[config.mk]
export PLATFORM = sky130hd
export DESIGN_NAME = imem_loader
export DESIGN_NICKNAME = d
export VERILOG_FILES = /design/src/rtl/proc_pkg.sv /design/src/rtl/sat_counter.sv /design/src/rtl/imem_loader.sv
export SDC_FILE = /design/constraint.sdc
export NUM_CORES = 1
export LEC_CHECK = 0
export BUFFER_PORTS_ARGS = -buffer_cell sky130_fd_sc_hd__buf_2
export CAP_MARGIN = 0
export CORE_ASPECT_RATIO = 0.75
export CORE_MARGIN = 2
export CORE_UTILIZATION = 40
export CTS_CLUSTER_DIAMETER = 120
export DETAILED_ROUTE_END_ITERATION = 10
export PLACE_DENSITY_LB_ADDON = 0.1
export SLEW_MARGIN = 10
export SYNTH_ARGS = -nofsm -noshare
export SYNTH_HDL_FRONTEND = slang
export SYNTH_SLANG_ARGS = --single-unit
[constraint.sdc]
create_clock -name clk -period 4.8 [get_ports clk]
set_clock_uncertainty 0.15 [all_clocks]
set_input_delay 0.24 -clock clk [delete_from_list [all_inputs] [get_ports clk]]
set_output_delay 0.24 -clock clk [all_outputs]
set_load 0.05 [all_outputs]
[src/rtl/proc_pkg.sv]
// Shared definitions for the instruction-memory loader: FSM encoding and
// memory depth derived from the address width.
package proc_pkg;

   localparam int ADDR_W_DEF = 8;

   function automatic int depth_of(input int aw);
      return 2 ** aw;
   endfunction

   localparam int DEPTH = depth_of(ADDR_W_DEF);

   typedef enum logic [2:0] {
      ST_IDLE,
      ST_LOAD,
      ST_FLUSH,
      ST_RUN,
      ST_HALT
   } state_t;

endpackage

[src/rtl/sat_counter.sv]
// Up-counter that sticks at all-ones; a synchronous clear wins over enable.
module sat_counter #(
   parameter int W = 16
) (
   input  logic         clk,
   input  logic         rst,
   input  logic         clr_i,
   input  logic         en_i,
   output logic [W-1:0] count_o
);

   logic [W-1:0] count_q;
   logic [W-1:0] count_d;

   always_comb begin
      count_d = count_q;
      if (clr_i) begin
         count_d = '0;
      end else if (en_i && (count_q != {W{1'b1}})) begin
         count_d = count_q + 1'b1;
      end
   end

   always_ff @(posedge clk or posedge rst) begin
      if (rst) begin
         count_q <= '0;
      end else begin
         count_q <= count_d;
      end
   end

   assign count_o = count_q;

endmodule

[src/rtl/imem_loader.sv]
// Streams a host-supplied program into instruction memory, then releases the
// core for an optional cycle budget and reports completion.
module imem_loader
   import proc_pkg::*;
#(
   parameter int ADDR_W = 8,
   parameter int DATA_W = 16
) (
   input  logic              clk,
   input  logic              rst,
   input  logic              host_start,
   input  logic [ADDR_W:0]   host_len,
   input  logic [15:0]       run_cycles,
   input  logic              host_valid,
   input  logic [DATA_W-1:0] host_data,
   output logic              host_ready,
   output logic              im_we,
   output logic [ADDR_W-1:0] im_addr,
   output logic [DATA_W-1:0] im_wdata,
   output logic              core_ready,
   output logic              busy,
   output logic              done,
   output logic              err,
   output logic [15:0]       cycle_count
);

   localparam int              DEPTH_L = depth_of(ADDR_W);
   localparam logic [ADDR_W:0] DEPTH_V = DEPTH_L[ADDR_W:0];

   state_t              state_q, state_d;
   logic [ADDR_W:0]     len_q, len_d;
   logic [15:0]         budget_q, budget_d;
   logic [ADDR_W-1:0]   idx_q, idx_d;
   logic                we_q, we_d;
   logic [ADDR_W-1:0]   addr_q, addr_d;
   logic [DATA_W-1:0]   wdata_q, wdata_d;
   logic                err_q, err_d;

   logic                cmd_ok;
   logic                start_ok;
   logic                last_word;
   logic                cnt_clr;
   logic                cnt_en;

   assign cmd_ok    = (host_len != '0) && (host_len <= DEPTH_V);
   assign start_ok  = host_start && cmd_ok &&
                      ((state_q == ST_IDLE) || (state_q == ST_RUN) || (state_q == ST_HALT));
   assign last_word = ({1'b0, idx_q} == (len_q - 1'b1));

   always_comb begin
      state_d  = state_q;
      len_d    = len_q;
      budget_d = budget_q;
      idx_d    = idx_q;
      we_d     = 1'b0;
      addr_d   = addr_q;
      wdata_d  = wdata_q;
      err_d    = host_start && !start_ok;
      cnt_clr  = 1'b0;
      cnt_en   = 1'b0;

      case (state_q)
         ST_IDLE: begin
         end
         ST_LOAD: begin
            if (host_valid) begin
               we_d    = 1'b1;
               addr_d  = idx_q;
               wdata_d = host_data;
               // Index stops on the final word so it can never pass DEPTH-1.
               if (last_word) begin
                  state_d = ST_FLUSH;
               end else begin
                  idx_d = idx_q + 1'b1;
               end
            end
         end
         ST_FLUSH: begin
            state_d = ST_RUN;
         end
         ST_RUN: begin
            cnt_en = 1'b1;
            if ((budget_q != '0) && (cycle_count == (budget_q - 1'b1))) begin
               state_d = ST_HALT;
            end
         end
         ST_HALT: begin
         end
         default: begin
            state_d = ST_IDLE;
         end
      endcase

      // A fresh session overrides whatever RUN/HALT would have done this cycle.
      if (start_ok) begin
         len_d    = host_len;
         budget_d = run_cycles;
         idx_d    = '0;
         cnt_clr  = 1'b1;
         state_d  = ST_LOAD;
      end
   end

   always_ff @(posedge clk or posedge rst) begin
      if (rst) begin
         state_q  <= ST_IDLE;
         len_q    <= '0;
         budget_q <= '0;
         idx_q    <= '0;
         we_q     <= 1'b0;
         addr_q   <= '0;
         wdata_q  <= '0;
         err_q    <= 1'b0;
      end else begin
         state_q  <= state_d;
         len_q    <= len_d;
         budget_q <= budget_d;
         idx_q    <= idx_d;
         we_q     <= we_d;
         addr_q   <= addr_d;
         wdata_q  <= wdata_d;
         err_q    <= err_d;
      end
   end

   sat_counter #(
      .W (16)
   ) u_cnt (
      .clk     (clk),
      .rst     (rst),
      .clr_i   (cnt_clr),
      .en_i    (cnt_en),
      .count_o (cycle_count)
   );

   assign host_ready = (state_q == ST_LOAD);
   assign core_ready = (state_q == ST_RUN);
   assign busy       = (state_q == ST_LOAD) || (state_q == ST_FLUSH) || (state_q == ST_RUN);
   assign done       = (state_q == ST_HALT);
   assign err        = err_q;
   assign im_we      = we_q;
   assign im_addr    = addr_q;
   assign im_wdata   = wdata_q;

endmodule

### Word-level counts from Yosys, hierarchy flattened

Cells that the tools add are included.

* register bits after elaboration: 78
* output and inout port bits: 46
* bits of input ports: 45
* word-level logic and storage cells: 62

* mux-type cells: 15
* equal/unequal tests: 12
* add/subtract/negate cells: 4
* reductions and logical operators: 21
* order comparisons: 1

Operator list (number)
* $mux 16: 2
* $mux 8: 4
* $add 16x1->16 const B: 1
* $eq 16x16->1: 1
* $ne 16x16->1 const B: 1
* $reduce_bool 16->1: 1
* $sub 16x1->16 const B: 1
* $mux 3: 4
* $pmux 3 s4: 1
* $eq 8x9->1: 1
* $le 9x9->1 const B: 1
* $reduce_bool 9->1: 1
* $sub 9x1->9 const B: 1
* $add 8x1->8 const B: 1
* $eq 3x2->1 const B: 2
* $logic_and 1x1->1: 6
* $ne 3x1->1 const B: 2
* $reduce_bool 2->1: 3
* $logic_or 1x1->1: 4
* $mux 1: 4
* $reduce_and 4->1: 1
* $eq 3x1->1 const B: 1
* $eq 3x3->1 const B: 1
* $logic_not 3->1: 1
* other kinds (7): 7

### Longest topological paths before layout

* word-level depth: 6
* gate-level depth with buffers: 9
* gate-level depth less buffers: 9

### Cells and area by module

A second synthesis with hierarchy kept.

* cells, all modules: 457
* area total of the unflattened synthesis: 4301.6 um^2

Modules (own cells, without submodules)
* imem_loader: times used 1, cells each 356, area each 3369.5 um^2
* sat_counter: times used 1, cells each 101, area each 932.1 um^2

### Worst setup path before layout

OpenSTA, ideal clock, no wires.

* path kind: register -> register
* start: register state_q[0]
* end: register wdata_q[0], in the netlist im_wdata[0]
* clock period less this slack: 3162 ps
* cell stages (with the launch flop): 7
* arrival: 2887 ps
* slack: 1638 ps
* cells stage by stage: dfrtp_1 -> inv_1 -> nor3_1 -> and2_1 -> clkbuf_1 -> buf_1 -> mux2_2

* cells in the longest elaborated chain, start to end: 2

RTL lines
* start: declaration: line imem_loader.sv:30 `state_t state_q, state_d;`
* start signal: assignment: line imem_loader.sv:115 `state_q <= state_d;`
* $eq 3x1->1
* net host_ready: line imem_loader.sv:16 `output logic host_ready,`
* $reduce_and 2->1 (no source line)
* end signal: assignment: line imem_loader.sv:121 `wdata_q <= wdata_d;`
* end: declaration: line imem_loader.sv:36 `logic [DATA_W-1:0] wdata_q, wdata_d;`

The timed path passes the listed nets, and every way through them passes these cells.
A chain may end at the register's enable or synchronous reset.

### Final worst setup path

* start: register budget_q[0]
* end: register state_q[1]

* cells in the longest elaborated chain, start to end: 5

RTL lines
* start: declaration: line imem_loader.sv:32 `logic [15:0] budget_q, budget_d;`
* start signal: assignment: line imem_loader.sv:117 `budget_q <= budget_d;`
* $sub 16x1->16: line imem_loader.sv:83 `if ((budget_q != '0) && (cycle_count == (budget_q - 1'b1))) begin`
* $eq 16x16->1: line imem_loader.sv:83
* $logic_and 1x1->1 (*): line imem_loader.sv:83
* $ne 3x1->1 (no source line) (*)
* $reduce_and 4->1 (no source line) (*)

Every way passes the cells marked *; elsewhere a longest branch is shown, timed or not.

==> results.md <==
- Drt pass-1 iters: 4
- Tmin final: approximately 3 ns
- Syn Nets: 457
- Slew HR: a little over a quarter
- Reg2reg setup slack: 1.84 ns
- CTS tree: built
- R2R cell count: 9
- Wire per inst: 15.46 um
- Filler cells: 942
- CTS Buf Count: 9
- Pwr Density: 608.0 nW/um^2
- Worst slew pin tran: approximately 1.1 ns
- Area Growth Syn to Fin: 30.35%
- Routability cong.: around 0.85
- Final instance area: around 5400 um^2
- Vias: approximately 3,400
- Area of all sequential standard cells: 1952 um^2
- Antenna cells: 0
- Critical path capture point type: flip-flop
- Hold-critical path depth: 2
- Arrival @ worst endpoint: 3.00 ns
- Die height: 92.36 um
- Syn Inst Count: just over 400
- Layout cells sized above 1: 29.50%
- Setup slack after layout: about 1.8 ns
- Count of cell types in the netlist: 61
- Most frequent cells in the layout: buf_2, dfrtp_1, nand2_1
- Antenna violations before repair: 0
- I/O pin count: 91
- Post-synthesis sequential area ratio: 46.88%
- Worst-Skew Late Latency: between 0.3 and 0.4 ns
- Core ar.: 10,210 um^2
- Die ar.: 11,250 um^2
- #FFs+latches synth: 78
- Max-slew violations: 0
- Mapped cell area: ~4200 um^2
- FMAX: around 0.34 GHz
- Post-synth EDFFs: 0
- Vias/cell: ~5.1
- Worst-path clk slew: ~0.06 ns
- Max-Cap Viols: 0
- Status: complete, no violations
- Critical Path RT: 4.84 ns
- Layout Cells excl Fill: between 600 and 700
- CP bufs+invs: 1
- Overflow after GRT: 0
- Max stage delay on crit path: roughly 0.50 ns
- Routed Antenna Nets: 0
- Cell total after placement: 620
- First-pass GRT wire length: 17.31 mm
- Hold Startpoint: host_start
- Avg Inst Size Synth: just over 10 um^2
- Placed cell areas: 4753 um^2
- Vias in the first global route: 3,393
- End of the worst register-to-register path: state_q[1]
- Number of H-tree levels: 3
- Worst flop-to-flop path startpoint: budget_q[0]
- Place WS: 1.850 ns
- Cell leakage power: 2.487 nW
- Starting Density: 40.78%
- WL final: 10.43 mm
- Crit Path Category: reg2reg
- RSZ-0062 raised after global routing: no
- Final setup fails: 0
- Post-DP HPWL: 7.393 mm
- All-layer global routing usage: between 10% and 20%
- Min-Delay Endpoint: err
- CP cell instances: inv_1 > ha_1 > or3b_2 > nor3_1 > mux2i_1 > o2bb2ai_1 > nand4_1 > o31ai_1 > o221ai_1
- Setup bufs post-CTS: 0
- Async set-reset flop share out of synthesis: 100.0%
- Final Cycle Share: 61.62%
- Row Count: 32
- Yosys warns: 0
- Commonest non-fill, non-tap cell in the layout: buf_2
- Drt initial violations: 144
- Buffers on Ports: 90
- Sinks on Clock Net: between 70 and 80
- Finished Core Util: between 50% and 60%
- Layout Nets: 584
- Clock Tree Buf Depth: 2
- Die W: about 120 um
- Worst VDD drop: 0.3874 mV
- Final Total Pwr: 3.300 mW
- Startpoint types: flip-flop
- Largest net degree at the start of global routing: 57
- CP delay by family, top: simple AND/OR/NAND/NOR gates
- Main synth FF type: dfrtp_1
- Remaining routing DRC violations: 0
- Crit-path slowest cell: or3b_2
- Multi-input gate area in the final layout: approximately 2100 um^2
- Post-cts gate resize count: 0
- Clock root buffer: clkbuf_16
- Hold violation total from the final report: 0
- Hold_ws: slightly above 0.006 ns
- Setup TNS Final: 0 ns
- HP Class: in2reg
- Critical path peak fanout: 5
-- area by class of cell --
class | instances | share of cell area, %
sequential | 78 | 35.96
timing repair buffer | 132 | 15.91
inverter | 13 | 0.9221
multi-input combinational | 300 | 38.84
clock inverter | 6 | 0.8299
tap | 136 | 3.135
clock buffer | 10 | 4.403
-- how the worst max path moves through the flow --
stage	slack [ns]	end	startpoint	depth (start not counted)
global route	1.57	state_q[1]	budget_q[0]	9
CTS	1.84	state_q[1]	budget_q[0]	9
finish	1.84	state_q[1]	budget_q[0]	9
floorplan	1.64	im_wdata[0]	state_q[0]	6
detailed placement	1.85	state_q[1]	budget_q[0]	9
global placement	1.96	state_q[1]	budget_q[0]	9
-- state kept, by name, indices dropped and copies added (netlist names) --
signal and flops:
err 1, im_addr 8, idx_q 8, im_we 1, budget_q 16, state_q 3
u_cnt.count_o 16, im_wdata 16, len_q 9
-- repair_timing --
action / 4_1_cts / 5_1_grt
hold endpoints to repair: 60 / 0
endpoints found under the setup margin: 0 / 0
hold buffers: 39 / 0
-- kinds of logic after synthesis --
kind of cell	synth area share [%]
simple gates	20.82
flops	46.87
compound gates	8.083
xor+xnor	9.044
mux	11.00
buf+inv	2.674
fa+ha+maj	1.502
-- cell usage after synthesis (all sizes together), types with 3 or more instances --
cell    number  area, um^2
a31oi        3       18.77
mux2        38       427.9
a21oi        5       28.78
nor2b        4       25.02
nand3b       4       30.03
nand4       11       68.82
nor2        38       142.6
buf          5       20.01
and2         7       43.79
xnor2       18       157.7
xor2        25       219.0
nor3        11       55.05
dfrtp       78        1952
nand3       18       90.09
nand2b       4       25.02
ha           5       62.56
nand2       42       160.2
nor4         8       56.30
or4b         4       43.79
o21ai       13       68.82
mux2i        3       30.03
inv         13       48.80
clkbuf      11       42.54
-- where the power goes --
| group | internal (mW) | total (mW) | switching, mW |
|---|---|---|---|
| Combinational | 0.563 | 1.49 | 0.928 |
| Sequential | 0.885 | 1.17 | 0.282 |
| Clock | 0.367 | 0.642 | 0.275 |
-- per-layer routing --
metal  GRT usage, %  up-vias  share of wire, %
met4          5.268        0               1.0
met2          30.07       90                43
li1               -     1698                 -
met5              0        -                 0
met1          28.91     1632                50
met3          4.433        9               5.7
Note: power is estimated with default switching activity, not from simulation.
